<file path="src/rtl/branch_predictor.sv">
// Branch predictor: direct-mapped BTB with a 2-bit saturating direction counter per entry.
// Latency: lookup is combinational from registered state; updates land on the next rising clk.
// Backpressure: none; updates are accepted every cycle, and stall only gates the optional statistics.
//
// Ports:
//   clk, reset           single clock, asynchronous active-high reset
//   lookup_pc            fetch PC to predict
//   BranchPredict        1 = predict taken
//   BranchTarget         predicted next fetch address (entry target, or lookup_pc+4)
//   upd_*                resolved-branch update from EX (valid, pc, taken, target, mispredict)
//   flush_all            invalidate every entry; wins over a same-cycle update
//   stall                pipeline stall, counts toward the statistics only
//   stat_lookups, stat_mispredicts   present only when BRANCH_PREDICTOR_STATS_EN is defined
module branch_predictor #(
    parameter int ENTRIES = 16,
    parameter int IDX_W   = 4
) (
    input  logic        clk,
    input  logic        reset,
    input  logic [31:0] lookup_pc,
    input  logic        stall,
    output logic        BranchPredict,
    output logic [31:0] BranchTarget,
    input  logic        upd_valid,
    input  logic [31:0] upd_pc,
    input  logic        upd_taken,
    input  logic [31:0] upd_target,
    input  logic        upd_mispredict,
    input  logic        flush_all
`ifdef BRANCH_PREDICTOR_STATS_EN
    ,
    output logic [31:0] stat_lookups,
    output logic [31:0] stat_mispredicts
`endif
);

    localparam int TAG_W = 30 - IDX_W;

    logic [ENTRIES-1:0] valid_q;
    logic [TAG_W-1:0]   tag_q    [ENTRIES];
    logic [31:0]        target_q [ENTRIES];
    logic [1:0]         cnt_q    [ENTRIES];

    logic [IDX_W-1:0]   lk_idx;
    logic [TAG_W-1:0]   lk_tag;
    logic               lk_hit;
    logic [IDX_W-1:0]   up_idx;
    logic [TAG_W-1:0]   up_tag;
    logic               up_hit;

    // Lookup path: purely combinational, so an update in flight is not visible yet.
    assign lk_idx = lookup_pc[IDX_W+1:2];
    assign lk_tag = lookup_pc[31:IDX_W+2];
    assign lk_hit = valid_q[lk_idx] && (tag_q[lk_idx] == lk_tag);

    assign BranchPredict = lk_hit && cnt_q[lk_idx][1];
    assign BranchTarget  = BranchPredict ? target_q[lk_idx] : (lookup_pc + 32'd4);

    assign up_idx = upd_pc[IDX_W+1:2];
    assign up_tag = upd_pc[31:IDX_W+2];
    assign up_hit = valid_q[up_idx] && (tag_q[up_idx] == up_tag);

    always_ff @(posedge clk or posedge reset) begin
        if (reset) begin
            valid_q <= '0;
            for (int i = 0; i < ENTRIES; i++) begin
                tag_q[i]    <= '0;
                target_q[i] <= '0;
                cnt_q[i]    <= 2'b00;
            end
        end else if (flush_all) begin
            // Only the valid bits are cleared; counters and targets are left stale.
            valid_q <= '0;
        end else if (upd_valid) begin
            if (up_hit) begin
                if (upd_taken) begin
                    if (cnt_q[up_idx] != 2'b11) begin
                        cnt_q[up_idx] <= cnt_q[up_idx] + 2'd1;
                    end
                    target_q[up_idx] <= upd_target;
                end else if (cnt_q[up_idx] != 2'b00) begin
                    cnt_q[up_idx] <= cnt_q[up_idx] - 2'd1;
                end
            end else if (upd_taken) begin
                // Taken miss evicts whatever shares the index, starting weakly taken.
                valid_q[up_idx]  <= 1'b1;
                tag_q[up_idx]    <= up_tag;
                target_q[up_idx] <= upd_target;
                cnt_q[up_idx]    <= 2'b10;
            end
        end
    end

`ifdef BRANCH_PREDICTOR_STATS_EN
    logic [31:0] lookups_q;
    logic [31:0] mispredicts_q;

    // Counters ignore flush_all and wrap naturally at 2^32.
    always_ff @(posedge clk or posedge reset) begin
        if (reset) begin
            lookups_q     <= '0;
            mispredicts_q <= '0;
        end else begin
            if (!stall) begin
                lookups_q <= lookups_q + 32'd1;
            end
            if (upd_valid && upd_mispredict) begin
                mispredicts_q <= mispredicts_q + 32'd1;
            end
        end
    end

    assign stat_lookups     = lookups_q;
    assign stat_mispredicts = mispredicts_q;

    logic unused_ok;
    assign unused_ok = ^upd_pc[1:0];
`else
    // Byte-offset bits and the statistics-only inputs have no consumer in this build.
    logic unused_ok;
    assign unused_ok = ^{upd_pc[1:0], stall, upd_mispredict};
`endif

endmodule

</file>
<file path="config.mk">
export PLATFORM = sky130hd
export DESIGN_NAME = branch_predictor
export DESIGN_NICKNAME = d
export VERILOG_FILES = /design/src/rtl/branch_predictor.sv
export SDC_FILE = /design/constraint.sdc
export NUM_CORES = 2
export LEC_CHECK = 0
export BUFFER_PORTS_ARGS = -buffer_cell sky130_fd_sc_hd__buf_4
export CAP_MARGIN = 20
export CORE_MARGIN = 3
export CORE_UTILIZATION = 59
export DETAILED_ROUTE_END_ITERATION = 10
export PLACE_DENSITY_LB_ADDON = 0.05
export SYNTH_ARGS = -nofsm -noshare
export SYNTH_HDL_FRONTEND = slang
export SYNTH_SLANG_ARGS = --single-unit
</file>
<file path="constraint.sdc">
create_clock -name clk -period 40.9 [get_ports clk]
set_clock_uncertainty 0.05 [all_clocks]
set_input_delay 6.135 -clock clk [delete_from_list [all_inputs] [get_ports clk]]
set_output_delay 6.135 -clock clk [all_outputs]
set_load 0.01 [all_outputs]
</file>
# After elaboration in Yosys (flattened, before gate mapping)
# Cells that the tools add are included.
[word_totals]
ff_bits = 976
in_bits = 103
out_inout_bits = 33
elab_cells = 126
[classes]
add_sub_neg = 3
order_cmp = 6
eq_ne = 5
n_mux = 41
bitwise_logic = 8
reduce_logical = 14
[op_table]
columns = ["cell", "count"]
rows = [
  ["512-bit bitwise mux", 1],
  ["416-bit bitwise mux", 1],
  ["32-bit 2-to-1 mux", 9],
  ["26-bit binary-select mux with 4-bit select", 2],
  ["26-bit 2-to-1 mux", 5],
  ["32-bit binary-select mux with 4-bit select", 1],
  ["32-bit demux with 4-bit select", 1],
  ["26-bit demux with 4-bit select", 1],
  ["32-bit bitwise mux", 2],
  ["16-bit 2-to-1 mux", 4],
  ["26-bit == test", 2],
  ["32-bit by 3-bit adder with 32-bit output (second input constant)", 1],
  ["16-bit bitwise OR", 2],
  ["16-bit AND", 1],
  ["2-bit binary-select mux with 4-bit select", 2],
  ["16-bit NOT", 1],
  ["5-bit greater-or-equal comparator (second input constant)", 2],
  ["4-bit by 5-bit < comparator with 1-bit output (second input constant)", 2],
  ["2-bit 2-to-1 mux", 5],
  ["4-bit NOT with 5-bit output", 2],
  ["2-bit nonzero test", 5],
  ["1-bit binary-select mux with 4-bit select", 2],
  ["2-bit demux with 4-bit select", 1],
  ["3-bit AND reduction", 2],
  ["other kinds (12)", 20],
]

# Longest topological paths before layout
[depth]
ltp_word = 9
depth_mapped = 17
mapped_depth_nobuf = 9

# Worst setup path before layout
# OpenSTA, ideal clock, no wires.
[synth_path]
kind = "input to output"
start = "in lookup_pc[2]"
end = "out BranchTarget[10]"
arrival_time_ps = 9806
t_required_ps = 34715
slack_ps = 24909
stages = 14
n_path_buf = 8
cell_sequence = "buf_4 -> buf_6 -> buf_6 -> buf_2 -> buf_1 -> mux4_2 -> mux4_2 -> xnor2_1 -> nand2_1 -> or4b_1 -> clkbuf_1 -> buf_6 -> buf_2 -> a21oi_1"
[synth_between]
elab_chain_len = 8
word_cells_on_any_way = 17
cone_classes = "add/sub (1); eq/ne (1); mux (12); bitwise (1); reduce/logical (2)"
[synth_lines]
columns = ["item", "line_no", "text"]
rows = [
  ["start: declaration", "20", "input logic [31:0] lookup_pc,"],
  ["4-bit NOT with 5-bit output (implied by the code)", "54, 56, 57", ""],
  ["26-bit binary-select mux with 4-bit select", "54", "assign lk_hit = valid_q[lk_idx] && (tag_q[lk_idx] == lk_tag);"],
  ["26-bit 2-to-1 mux (implied by the code) (2 in a row)", "54", ""],
  ["26-bit == test", "54", ""],
  ["1-bit logical AND", "54", ""],
  ["1-bit logical AND", "56", "assign BranchPredict = lk_hit && cnt_q[lk_idx][1];"],
  ["32-bit 2-to-1 mux *", "57", "assign BranchTarget = BranchPredict ? target_q[lk_idx] : (lookup_pc + 32'd4);"],
  ["end: declaration", "23", "output logic [31:0] BranchTarget,"],
]
# Every way passes the cells marked *; elsewhere a longest branch is shown, timed or not. The select of a mux whose other input is x is not followed.

# Final worst setup path
[layout_path]
start = "in lookup_pc[3]"
end = "out BranchTarget[30]"
# Same word-level chain as after synthesis.

==> impl_metrics.ini <==
[run_status]
status = finished clean

[detailed_routing]
drcViolationCount = 0
drt_iter0_drc = 2688
wl_per_cell_um = 31.4
ant_nets = 0
vias_per_cell = 6.86
num_vias = 30565
wl_mm = 140
first_pass_iters = 7

[finish]
drive_above_1_share_pct = 51.2
areaGrowthSynthToFinish_pct = 10.2
seq_area_um2 = 24400
multiInputGateArea_um2 = 23800
fill_cells = 5825
finalNetCount = 3400

[timing]
finalCriticalPeriod_ns = 18.29
final_max_slew_viol_count = 0
setup-violations-final = 0
fin_crit_sh_pct = 44.7
clock.fmax_mhz = 54.7
slew_headroom_pct = 17.1
hold_viol_final = 0
tightest_slew_ns = 1.23
rsz0062_at_grt = no
tns_ns = 0

[floorplanning]
ios = 136
start_util_pct = 60.0
die_w_um = 296
die_y_um = 296
dieArea_um2 = 87600
num_rows = 105
core_area_um2 = 82800

[worst_setup_path]
reg2reg_slack_ns = 36.20
r2r-end = cnt_q[0]
reg2reg_depth = 8
arrival_ns = 12.11
cp_max_fo = 64
required_ns = 34.71
cp-start-kind = primary input
r2r_start = tag_q[393]
critical_path_class = primary input to primary output
cp-end-kind = primary output

[power]
power_switching_uw = 645
p_comb_share_pct = 15.7
p_clk_share_pct = 37.6
p_seq_share_pct = 46.7
cellLeakagePower_nw = 24.9
powerDensity_nw_per_um2 = 45.7
total_power_mw = 2.50
vdd_drop_max_uv = 37.3
sw_frac_of_total_pct = 25.8
intPower_mw = 1.86

[global_routing]
gr-usage-all-layers_pct = 32.4
antenna_found_initial = 11
gr-total-overflow = 0
grt_pass1_wl_mm = 209
grt_max_degree = 193
grt_pass1_vias = 32484

[yosys]
netlist_area_um2 = 49600
synth_seq_cells = 976
syn_nets = 3406
synthArstFlopShare_pct = 100
synth-seq-area-share_pct = 49.2
synth_most_common_cell = dfrtp_1
ys.flop_type = dfrtp_1
syn_inst = 3300
yosysTopAreaCell = dfrtp_1
yosys-top-cells-count = dfrtp_1, mux2_2, mux4_2, clkbuf_1, mux2i_1
ys_warn_count = 0
syn-mean-instance-area_um2 = 15.0
synth_area_leaders = dfrtp_1, mux2_2, mux4_2, mux2i_1, clkbuf_1
synth_cell_types = 69
synth.top_cell.area_share_pct = 49.2
synth_edf_count = 0

[clock_tree]
post_cts_buffers = 0
cts_made_buffers = 104
cts_tree = done
cts-root-buf = clkbuf_16
ctsHoldBuffers = 0
clock_path_buffers = 3
clk_pin_slew_ns = 0.05
cts.sinks = 976
cts_max_level = 3
clk_latency_ns = 0.68
cts_resized = 0

[worst_hold_path]
whs_endpoint = cnt_q[2]
min_from = cnt_q[2]
hold_depth = 1
hp-class = flip-flop to flip-flop

[run]
maxCapViolations = 0

[placement]
place_congestion = 0.883
numPortBuffers = 131
hpwl_mm = 81.6
## per-layer routing
metal | track usage, % | up-vias | routed length [um]
li1 | - | 12540 | -
met4 | 12.9 | 6 | 5860
met1 | 43.0 | 16568 | 56000
met2 | 53.2 | 1148 | 68000
met3 | 6.66 | 303 | 9810
met5 | 0 | - | 33
## per-stage QoR
| stage | setup slack, ns | instances | hold WS, ns | area, um2 | utilization (%) |
|---|---|---|---|---|---|
| floorplan | 7.26 | 3300 | 0.402 | 49600 | - |
| global placement | 22.80 | 4255 | 0.414 | 51200 | 61.8 |
| detailed placement | 22.74 | 4255 | 0.430 | 51200 | 61.8 |
| CTS | 22.72 | 4444 | 0.443 | 54600 | 66.0 |
| global route | 22.39 | 4451 | 0.460 | 54700 | 66.1 |
| finish | 22.61 | 4455 | 0.439 | 54700 | 66.1 |
## area by class of cell
class / count / area share [%]
antenna: 8 / 0.0366
clock buffer: 154 / 5.54
sequential: 976 / 44.6
tap: 1070 / 2.45
inverter: 43 / 0.309
timing repair buffer: 192 / 2.86
clock inverter: 35 / 0.764
multi-input combinational: 1977 / 43.4
## power groups by stage
| stage | registers [mW] | logic [mW] | clock network, mW |
|---|---|---|---|
| 2_1_floorplan | 1.16 | 0.299 | 0 |
| 3_3_place_gp | 1.17 | 0.377 | 0 |
| 3_5_place_dp | 1.18 | 0.391 | 0 |
| 4_1_cts | 1.17 | 0.393 | 0.955 |
| 5_1_grt | 1.18 | 0.420 | 0.997 |
| 6_report | 1.17 | 0.392 | 0.942 |
## sequential cells by signal, indices dropped and copies added, names as in the netlist
register	cells
target_q	512
valid_q	16
tag_q	416
cnt_q	32
## cells by family after synthesis
| logic type | count (synthesis) | share of synthesized area, % |
|---|---|---|
| flip-flops | 976 | 49.2 |
| adder cells (fa/ha/maj) | 3 | 0.0756 |
| buffers and inverters | 347 | 3.14 |
| XOR/XNOR | 75 | 1.32 |
| multiplexers | 1429 | 40.8 |
| AND/OR/NAND/NOR | 289 | 3.05 |
| AO/OA/AOI/OAI | 181 | 2.44 |
## worst max-delay path, cell delays in order
cell     delay (ns)
buf_8          0.40
buf_4          0.76
buf_4          0.83
mux4_2         0.42
mux4_2         0.61
xnor2_1        0.32
nand4_1        0.13
or3_1          0.33
or4_1          0.52
or4b_4         0.88
a21oi_1        0.43
buf_4          0.19
## placed cells by master (no fill, tap or decap), types with 23 or more instances in the layout
| cell | Yosys | layout |
|---|---|---|
| clkbuf_8 | 0 | 25 |
| clkbuf_1 | 162 | 26 |
| mux2_2 | 954 | 954 |
| o21ai_0 | 40 | 40 |
| inv_1 | 43 | 42 |
| nand3_1 | 42 | 42 |
| buf_4 | 20 | 182 |
| a22oi_1 | 23 | 23 |
| nand2_1 | 70 | 61 |
| mux2i_1 | 83 | 83 |
| xor2_1 | 27 | 27 |
| dfrtp_1 | 976 | 976 |
| nor2_1 | 54 | 50 |
| nand4_1 | 27 | 27 |
| mux4_2 | 376 | 376 |
| clkbuf_16 | 0 | 104 |
| xnor2_1 | 48 | 48 |
| a21oi_1 | 35 | 35 |
## worst max path at each step
stage | startpoint | end | slack (ns)
after global placement | lookup_pc[3] | BranchTarget[29] | 22.80
after floorplan | reset | cnt_q[0] | 7.26
final | lookup_pc[3] | BranchTarget[30] | 22.61
after global routing | lookup_pc[3] | BranchTarget[30] | 22.39
after detailed placement | lookup_pc[3] | BranchTarget[30] | 22.74
after CTS | lookup_pc[3] | BranchTarget[30] | 22.72
Note: power is estimated with default switching activity, not from simulation.
